[config.mk]
export PLATFORM = sky130hd
export DESIGN_NAME = eb_sink_flat
export DESIGN_NICKNAME = d
export VERILOG_FILES = /design/src/rtl/eb_sink_if.sv /design/src/rtl/eb_sink.sv /design/src/flat_wrapper.sv
export SDC_FILE = /design/constraint.sdc
export NUM_CORES = 1
export LEC_CHECK = 0
export CAP_MARGIN = 15
export CORE_ASPECT_RATIO = 1.2
export CORE_MARGIN = 2
export CORE_UTILIZATION = 40
export CTS_BUF_LIST = sky130_fd_sc_hd__clkbuf_2
export DETAILED_ROUTE_END_ITERATION = 10
export GPL_ROUTABILITY_DRIVEN = 0
export PLACE_DENSITY = 0.66
export SLEW_MARGIN = 20
export SYNTH_ARGS = -nofsm -noshare
export SYNTH_HDL_FRONTEND = slang
export SYNTH_SLANG_ARGS = --single-unit
[constraint.sdc]
create_clock -name clk -period 2.59 [get_ports clk]
set_clock_uncertainty 0.1 [all_clocks]
set_input_delay 0.518 -clock clk [delete_from_list [all_inputs] [get_ports clk]]
set_output_delay 0.518 -clock clk [all_outputs]
set_load 0.005 [all_outputs]
[src/rtl/eb_sink_if.sv]
// ============================================================================
// eb_sink_if : req/ack elastic-buffer stream bundle (t_req / t_ack / t_dat)
// Rev 1.0
// ============================================================================
`default_nettype none

interface eb_sink_if #(
    parameter int W = 32
);
    logic         t_req;
    logic         t_ack;
    logic [W-1:0] t_dat;

    modport master (output t_req, output t_dat, input t_ack);
    modport slave  (input t_req, input t_dat, output t_ack);
endinterface

`default_nettype wire

[src/rtl/eb_sink.sv]
// ============================================================================
// eb_sink : stream consumer with LFSR backpressure and incrementing-sequence check
// Optional macro EB_SINK_PROTO_CHECK_EN enables the stall-protocol monitor. Rev 1.0
// ============================================================================
`default_nettype none

module eb_sink #(
    parameter int          W    = 32,
    parameter int          CW   = 16,
    parameter logic [15:0] SEED = 16'hACE1
) (
    input  logic          clk,
    input  logic          reset_n,
    eb_sink_if.slave      t,
    input  logic          enable,
    input  logic [4:0]    duty,
    output logic          locked,
    output logic          mismatch,
    output logic [CW-1:0] xfer_cnt,
    output logic [CW-1:0] err_cnt,
    output logic          proto_err
);

    localparam logic [0:0]  S_SYNC = 1'b0;
    localparam logic [0:0]  S_RUN  = 1'b1;
    localparam logic [15:0] C_TAPS = 16'hB400;

    logic [0:0]    state_q, state_d;
    logic [15:0]   lfsr_q, lfsr_d;
    logic          t_ack_q, t_ack_d;
    logic [CW-1:0] xfer_cnt_q, xfer_cnt_d;
    logic [CW-1:0] err_cnt_q, err_cnt_d;
    logic [W-1:0]  exp_q, exp_d;
    logic          mismatch_q, mismatch_d;
    logic          xf;
    logic          bad;

    assign xf  = t.t_req & t_ack_q;
    assign bad = (state_q == S_RUN) && xf && (t.t_dat != exp_q);

    // State register
    always_ff @(posedge clk or negedge reset_n) begin
        if (!reset_n) begin
            state_q <= S_SYNC;
        end else begin
            state_q <= state_d;
        end
    end

    // Next-state logic: RUN is absorbing until reset
    always_comb begin
        state_d = state_q;
        if (state_q == S_SYNC && xf) begin
            state_d = S_RUN;
        end
    end

    // Output / datapath next-state logic
    always_comb begin
        lfsr_d     = {1'b0, lfsr_q[15:1]} ^ (lfsr_q[0] ? C_TAPS : 16'h0000);
        t_ack_d    = enable & (duty[4] | (lfsr_q[3:0] < duty[3:0]));
        xfer_cnt_d = xfer_cnt_q;
        err_cnt_d  = err_cnt_q;
        exp_d      = exp_q;
        mismatch_d = bad;
        if (xf) begin
            xfer_cnt_d = xfer_cnt_q + CW'(1);
            exp_d      = t.t_dat + W'(1);
        end
        if (bad && (err_cnt_q != {CW{1'b1}})) begin
            err_cnt_d = err_cnt_q + CW'(1);
        end
    end

    always_ff @(posedge clk or negedge reset_n) begin
        if (!reset_n) begin
            lfsr_q     <= SEED;
            t_ack_q    <= 1'b0;
            xfer_cnt_q <= '0;
            err_cnt_q  <= '0;
            exp_q      <= '0;
            mismatch_q <= 1'b0;
        end else begin
            lfsr_q     <= lfsr_d;
            t_ack_q    <= t_ack_d;
            xfer_cnt_q <= xfer_cnt_d;
            err_cnt_q  <= err_cnt_d;
            exp_q      <= exp_d;
            mismatch_q <= mismatch_d;
        end
    end

`ifdef EB_SINK_PROTO_CHECK_EN
    logic         pend_q;
    logic [W-1:0] shadow_q;
    logic         proto_q, proto_d;

    // A stalled request must stay asserted with stable data until accepted
    always_comb begin
        proto_d = proto_q | (pend_q & (~t.t_req | (t.t_dat != shadow_q)));
    end

    always_ff @(posedge clk or negedge reset_n) begin
        if (!reset_n) begin
            pend_q   <= 1'b0;
            shadow_q <= '0;
            proto_q  <= 1'b0;
        end else begin
            pend_q   <= t.t_req & ~t_ack_q;
            shadow_q <= t.t_dat;
            proto_q  <= proto_d;
        end
    end

    assign proto_err = proto_q;
`else
    assign proto_err = 1'b0;
`endif

    assign t.t_ack   = t_ack_q;
    assign locked    = (state_q == S_RUN);
    assign mismatch  = mismatch_q;
    assign xfer_cnt  = xfer_cnt_q;
    assign err_cnt   = err_cnt_q;

endmodule

`default_nettype wire

[src/flat_wrapper.sv]
// flat-port wrapper written by rule: the top's interface ports become plain ports
module eb_sink_flat 
#(
    parameter int          W    = 32,
    parameter int          CW   = 16,
    parameter logic [15:0] SEED = 16'hACE1
)
  (clk, reset_n, enable, duty, locked, mismatch, xfer_cnt, err_cnt, proto_err, t_t_req, t_t_dat, t_t_ack);
  eb_sink_if #(.W(W)) t_i ();
  input  logic clk;
  input  logic reset_n;
  input  logic enable;
  input  logic [4:0] duty;
  output logic locked;
  output logic mismatch;
  output logic [CW-1:0] xfer_cnt;
  output logic [CW-1:0] err_cnt;
  output logic proto_err;
  input wire logic [$bits(t_i.t_req)-1:0] t_t_req;
  input wire logic [$bits(t_i.t_dat)-1:0] t_t_dat;
  output wire logic [$bits(t_i.t_ack)-1:0] t_t_ack;
  assign t_i.t_req = t_t_req;
  assign t_i.t_dat = t_t_dat;
  assign t_t_ack = t_i.t_ack;
  eb_sink #(.W(W), .CW(CW), .SEED(SEED)) u_core (.clk(clk), .reset_n(reset_n), .t(t_i), .enable(enable), .duty(duty), .locked(locked), .mismatch(mismatch), .xfer_cnt(xfer_cnt), .err_cnt(err_cnt), .proto_err(proto_err));
endmodule
======== Yosys cells after proc, flatten, opt, wreduce, memory -nomap -nowiden ========
Cells that the tools add are included.
word-level totals
  flip-flop bits (word level) ............. 83
  input port bits ......................... 41
  output and inout port bits .............. 36
  word-level logic and storage cells ...... 23
cells by class
  add/subtract/negate cells ............... 3
  order comparisons ....................... 1
  equality and inequality tests ........... 2
  multiplexer cells ....................... 1
  bitwise gates (word level) .............. 5
  reductions and logical operators ........ 4
operator list
  kind                                                             number
  16-bit by 1-bit adder with 16-bit output, second input constant  2
  32-bit by 1-bit adder with 32-bit output, second input constant  1
  32-bit inequality test                                           1
  16-bit two-way mux                                               1
  16-bit inequality test, second input constant                    1
  15-bit by 16-bit bitwise XOR with 16-bit output                  1
  1-bit logical AND                                                4
  4-bit less-than comparator                                       1
  1-bit bitwise AND                                                2
  1-bit inverter                                                   1
  1-bit bitwise OR                                                 1

======== Logic depth before layout (Yosys ltp) ========
  word-level depth ........................ 4
  mapped depth ............................ 8
  mapped depth without buffers ............ 7

======== Least setup slack after synthesis ========
No wires, ideal clock.
  kind .................................... input-to-reg
  from .................................... input port t_t_dat[8]
  to ...................................... register u_core.err_cnt_q[1] (netlist: u_core.err_cnt[1])
  library setup time ...................... 0.125 ns
  arrival ................................. 1.732 ns
  required time ........................... 2.365 ns
  path slack .............................. 0.634 ns
  stages on the path ...................... 7
  path buffers ............................ 1
  cells stage by stage .................... buf_6 xor2_1 nor4_1 nand4_1 nor2_4 nor3_1 mux2_2
on the way
  word-level cells in the longest chain between the ends .. 3
ends and longest elaborated chain
  element                 line                text
  start: declaration      flat_wrapper.sv:20  input wire logic [$bits(t_i.t_dat)-1:0] t_t_dat;
  32-bit inequality test  eb_sink.sv:39       assign bad = (state_q == S_RUN) && xf && (t.t_dat != exp_q);
  1-bit logical AND       eb_sink.sv:39
  1-bit logical AND       eb_sink.sv:70       if (bad && (err_cnt_q != {CW{1'b1}})) begin
  end signal: assignment  eb_sink.sv:87       err_cnt_q <= err_cnt_d;
  end: declaration        eb_sink.sv:32       logic [CW-1:0] err_cnt_q, err_cnt_d;
No other way between the ends.
A chain may end at the register's enable or synchronous reset.

======== Worst setup path in the final report ========
  from .................................... register u_core.err_cnt_q[0] (netlist: u_core.err_cnt[0])
  to ...................................... output port err_cnt[0]
RTL lines
  element           line                text
  end: declaration  flat_wrapper.sv:17  output logic [CW-1:0] err_cnt;
No word-level cell between the ends.

==> results.json <==
{
  "drc_errors": 0,
  "synthFlopType": "dfrtp_1",
  "synth_top_area_share_pct": 45.1,
  "num_rows": 40,
  "synth_seq_cells": 83,
  "rsz0062_at_grt": "no",
  "critPathMaxStageDelay_ns": 0.56,
  "hold_buffers": 1,
  "cts_max_path_buffers": 2,
  "path_buf_inv": 1,
  "arrival_ns": 1.61,
  "cp-start-kind": "flop",
  "die_area_um2": 11200,
  "cts_tree": "done",
  "grt.busiest_layer": "met2",
  "worst-path-max-fanout": 6,
  "grt_pass1_wl_mm": 15.3,
  "hold_viol": 0,
  "ys_top_cells_by_area": "dfrtp_1, xor2_1, xnor2_1",
  "grt_pass1_vias": 3176,
  "core_area_um2": 10100,
  "drt-total-wl_mm": 9.08,
  "layout.nets": 564,
  "fin_setup_tns_ns": 0,
  "crit_slowest_cell": "clkdlybuf4s50_1",
  "hold_path_class": "reg -> reg",
  "grt-ovfl-total": 0,
  "setup_viol": 0,
  "ir_drop_v": 0.000240,
  "area_delta_synth_final_pct": 29.8,
  "reg2reg_to": "u_core.err_cnt[4]$_DFFE_PN0P_",
  "relSlewSlack_pct": 60.1,
  "post_cts_buffers": 0,
  "die_x_um": 97.2,
  "worstMarginPinSlew_ns": 0.599,
  "grt_max_degree": 68,
  "yosys.area.top_type": "dfrtp_1",
  "drive_gt1_share_pct": 14.2,
  "n_antenna_cell": 0,
  "power_density_nw_per_um2": 543,
  "die_height_um": 116,
  "avgSynthCellArea_um2": 10.3,
  "critPathTopFamily": "buffers and inverters",
  "min_period_ns": 2.23,
  "initial_core_util_pct": 41.4,
  "postRouteAntennaNets": 0,
  "async_flop_share_pct": 100,
  "num_io_pins": 77,
  "worst-path-stages": 1,
  "r2r_start": "u_core.err_cnt[2]$_DFFE_PN0P_",
  "wl_per_cell_um": 14.0,
  "ctsRootBufferMaster": "clkbuf_2",
  "hpwl_mm": 6.70,
  "cts.htree.levels": 3,
  "fin_crit_sh_pct": 86.2,
  "synth_edf_count": 0,
  "globalRouteTotalUtil_pct": 17.0,
  "crit_required_ns": 1.97,
  "outcome": "finished clean",
  "drtIter0Drc": 103,
  "reg2regPathDepth": 7,
  "total_power_mw": 2.94,
  "p_leak_nw": 2.45,
  "antenna_found_initial": 0,
  "met1_usage_pct": 22.3,
  "syn_inst": 406,
  "fmax_mhz": 448,
  "via_per_inst": 4.93,
  "yosys_warnings": 0,
  "numCtsBuffers": 9,
  "cp-end-kind": "primary output",
  "clk_latency_ns": 0.55,
  "io_buffers": 75,
  "clock-sinks": 83,
  "synth_area_um2": 4170,
  "dr.pass1.iters": 4,
  "via_count": 3192,
  "syn_nets": 453,
  "cts_resized": 0,
  "grtUsageMet3_pct": 2.90,
  "rrSetupSlack_ns": 0.47,
  "path_class": "reg -> out",
  "worstSetupStartpoint": "u_core.err_cnt[0]$_DFFE_PN0P_",
  "ys_seq_area_share_pct": 50.1,
  "slew_violations": 0,
  "path_cells": "clkdlybuf4s50_1",
  "grt_use_met2_pct": 28.5,
  "crit_end": "err_cnt[0]",
  "clk_pin_slew_worst_paths_ns": 0.23,
  "synthDistinctLibCells": 38,
  "maxCapViolations": 0
}
## cell usage after synthesis (3+ instances only)
| master | number |
|---|---|
| and3_1 | 10 |
| and4_1 | 3 |
| buf_6 | 3 |
| clkbuf_1 | 7 |
| dfrtp_1 | 75 |
| dfstp_2 | 8 |
| ha_1 | 6 |
| inv_1 | 8 |
| nand2_1 | 56 |
| nand2b_1 | 3 |
| nand3_1 | 27 |
| nand3_2 | 3 |
| nand4_1 | 12 |
| nor2_1 | 17 |
| nor3_1 | 7 |
| nor4_1 | 14 |
| o21ai_0 | 25 |
| o21ai_1 | 6 |
| xnor2_1 | 28 |
| xor2_1 | 66 |
## where the power goes
group / leakage, nW / switching [mW] / internal, mW / total (mW)
Clock: 0.0674 / 0.459 / 0.220 / 0.679
Sequential: 1.05 / 0.164 / 1.45 / 1.61
Combinational: 1.33 / 0.270 / 0.375 / 0.645
## cell families after synthesis
group	synth area share (%)
AOI/OAI and AO/OA	4.39
other	0.0900
DFF	50.1
adders and majority gates	1.80
xor gates and xnor gates	19.8
buffers and inverters	2.43
muxes	0.541
and+or+nand+nor	20.9
## placed cells by master, fill, tap and decap left out, types with 6 or more instances in the layout
cell and n:
o21ai_0 25, xnor2_1 28, o21ai_1 6, clkdlybuf4s50_1 74
nand3_1 27, dfstp_2 8, dfrtp_1 75, nand4_1 12
and3_1 10, clkbuf_2 9, buf_4 36, nor4_1 14
nor3_1 7, nor2_1 17, xor2_1 66, ha_1 6
inv_1 8, nand2_1 55
## flip-flops by register name, indices dropped and copies added, names as in the netlist
| name | cells |
|---|---|
| u_core.exp_q | 32 |
| u_core.err_cnt | 16 |
| u_core.lfsr_q | 16 |
| u_core.xfer_cnt | 16 |
| u_core.locked | 1 |
| u_core.mismatch | 1 |
| u_core.t.t_ack | 1 |
## layout make-up
| class | count | area [µm²] |
|---|---|---|
| Tap cell | 126 | 158 |
| Clock inverter | 7 | 67.6 |
| Inverter | 8 | 30.0 |
| Clock buffer | 9 | 45.0 |
| Timing Repair Buffer | 112 | 1040 |
| Multi-Input combinational cell | 303 | 1980 |
| Fill cell | 913 | 4650 |
| Sequential cell | 83 | 2090 |
## metal layers
metal  up-vias  wire length, µm
li1       1592                -
met1      1521             4230
met2        69             4360
met3        10              359
met4         0              127
met5         -                0
## through the flow
step	utilization (%)	setup WS [ns]	cell area [µm²]	std cells	hold slack [ns]
final	53.8	0.357	5410	648	0.252
after global routing	53.8	0.254	5410	648	0.285
after CTS	53.8	0.296	5410	648	0.258
after detailed placement	52.5	-0.0719	5290	631	0.239
after global placement	52.5	-0.0456	5290	631	0.238
after floorplan	-	0.634	4170	406	0.122
## worst min path at each step
| stage | to | from | depth (start not counted) |
|---|---|---|---|
| floorplan | u_core.err_cnt[0]$_DFFE_PN0P_ | reset_n | 0 |
| global placement | u_core.lfsr_q[8]$_DFF_PN0_ | u_core.lfsr_q[9]$_DFF_PN0_ | 0 |
| detailed placement | u_core.lfsr_q[7]$_DFF_PN1_ | u_core.lfsr_q[8]$_DFF_PN0_ | 0 |
| CTS | u_core.lfsr_q[6]$_DFF_PN1_ | u_core.lfsr_q[7]$_DFF_PN1_ | 0 |
| global route | u_core.lfsr_q[6]$_DFF_PN1_ | u_core.lfsr_q[7]$_DFF_PN1_ | 0 |
| finish | u_core.lfsr_q[6]$_DFF_PN1_ | u_core.lfsr_q[7]$_DFF_PN1_ | 0 |
No activity file was read; power rests on OpenSTA's default activity.
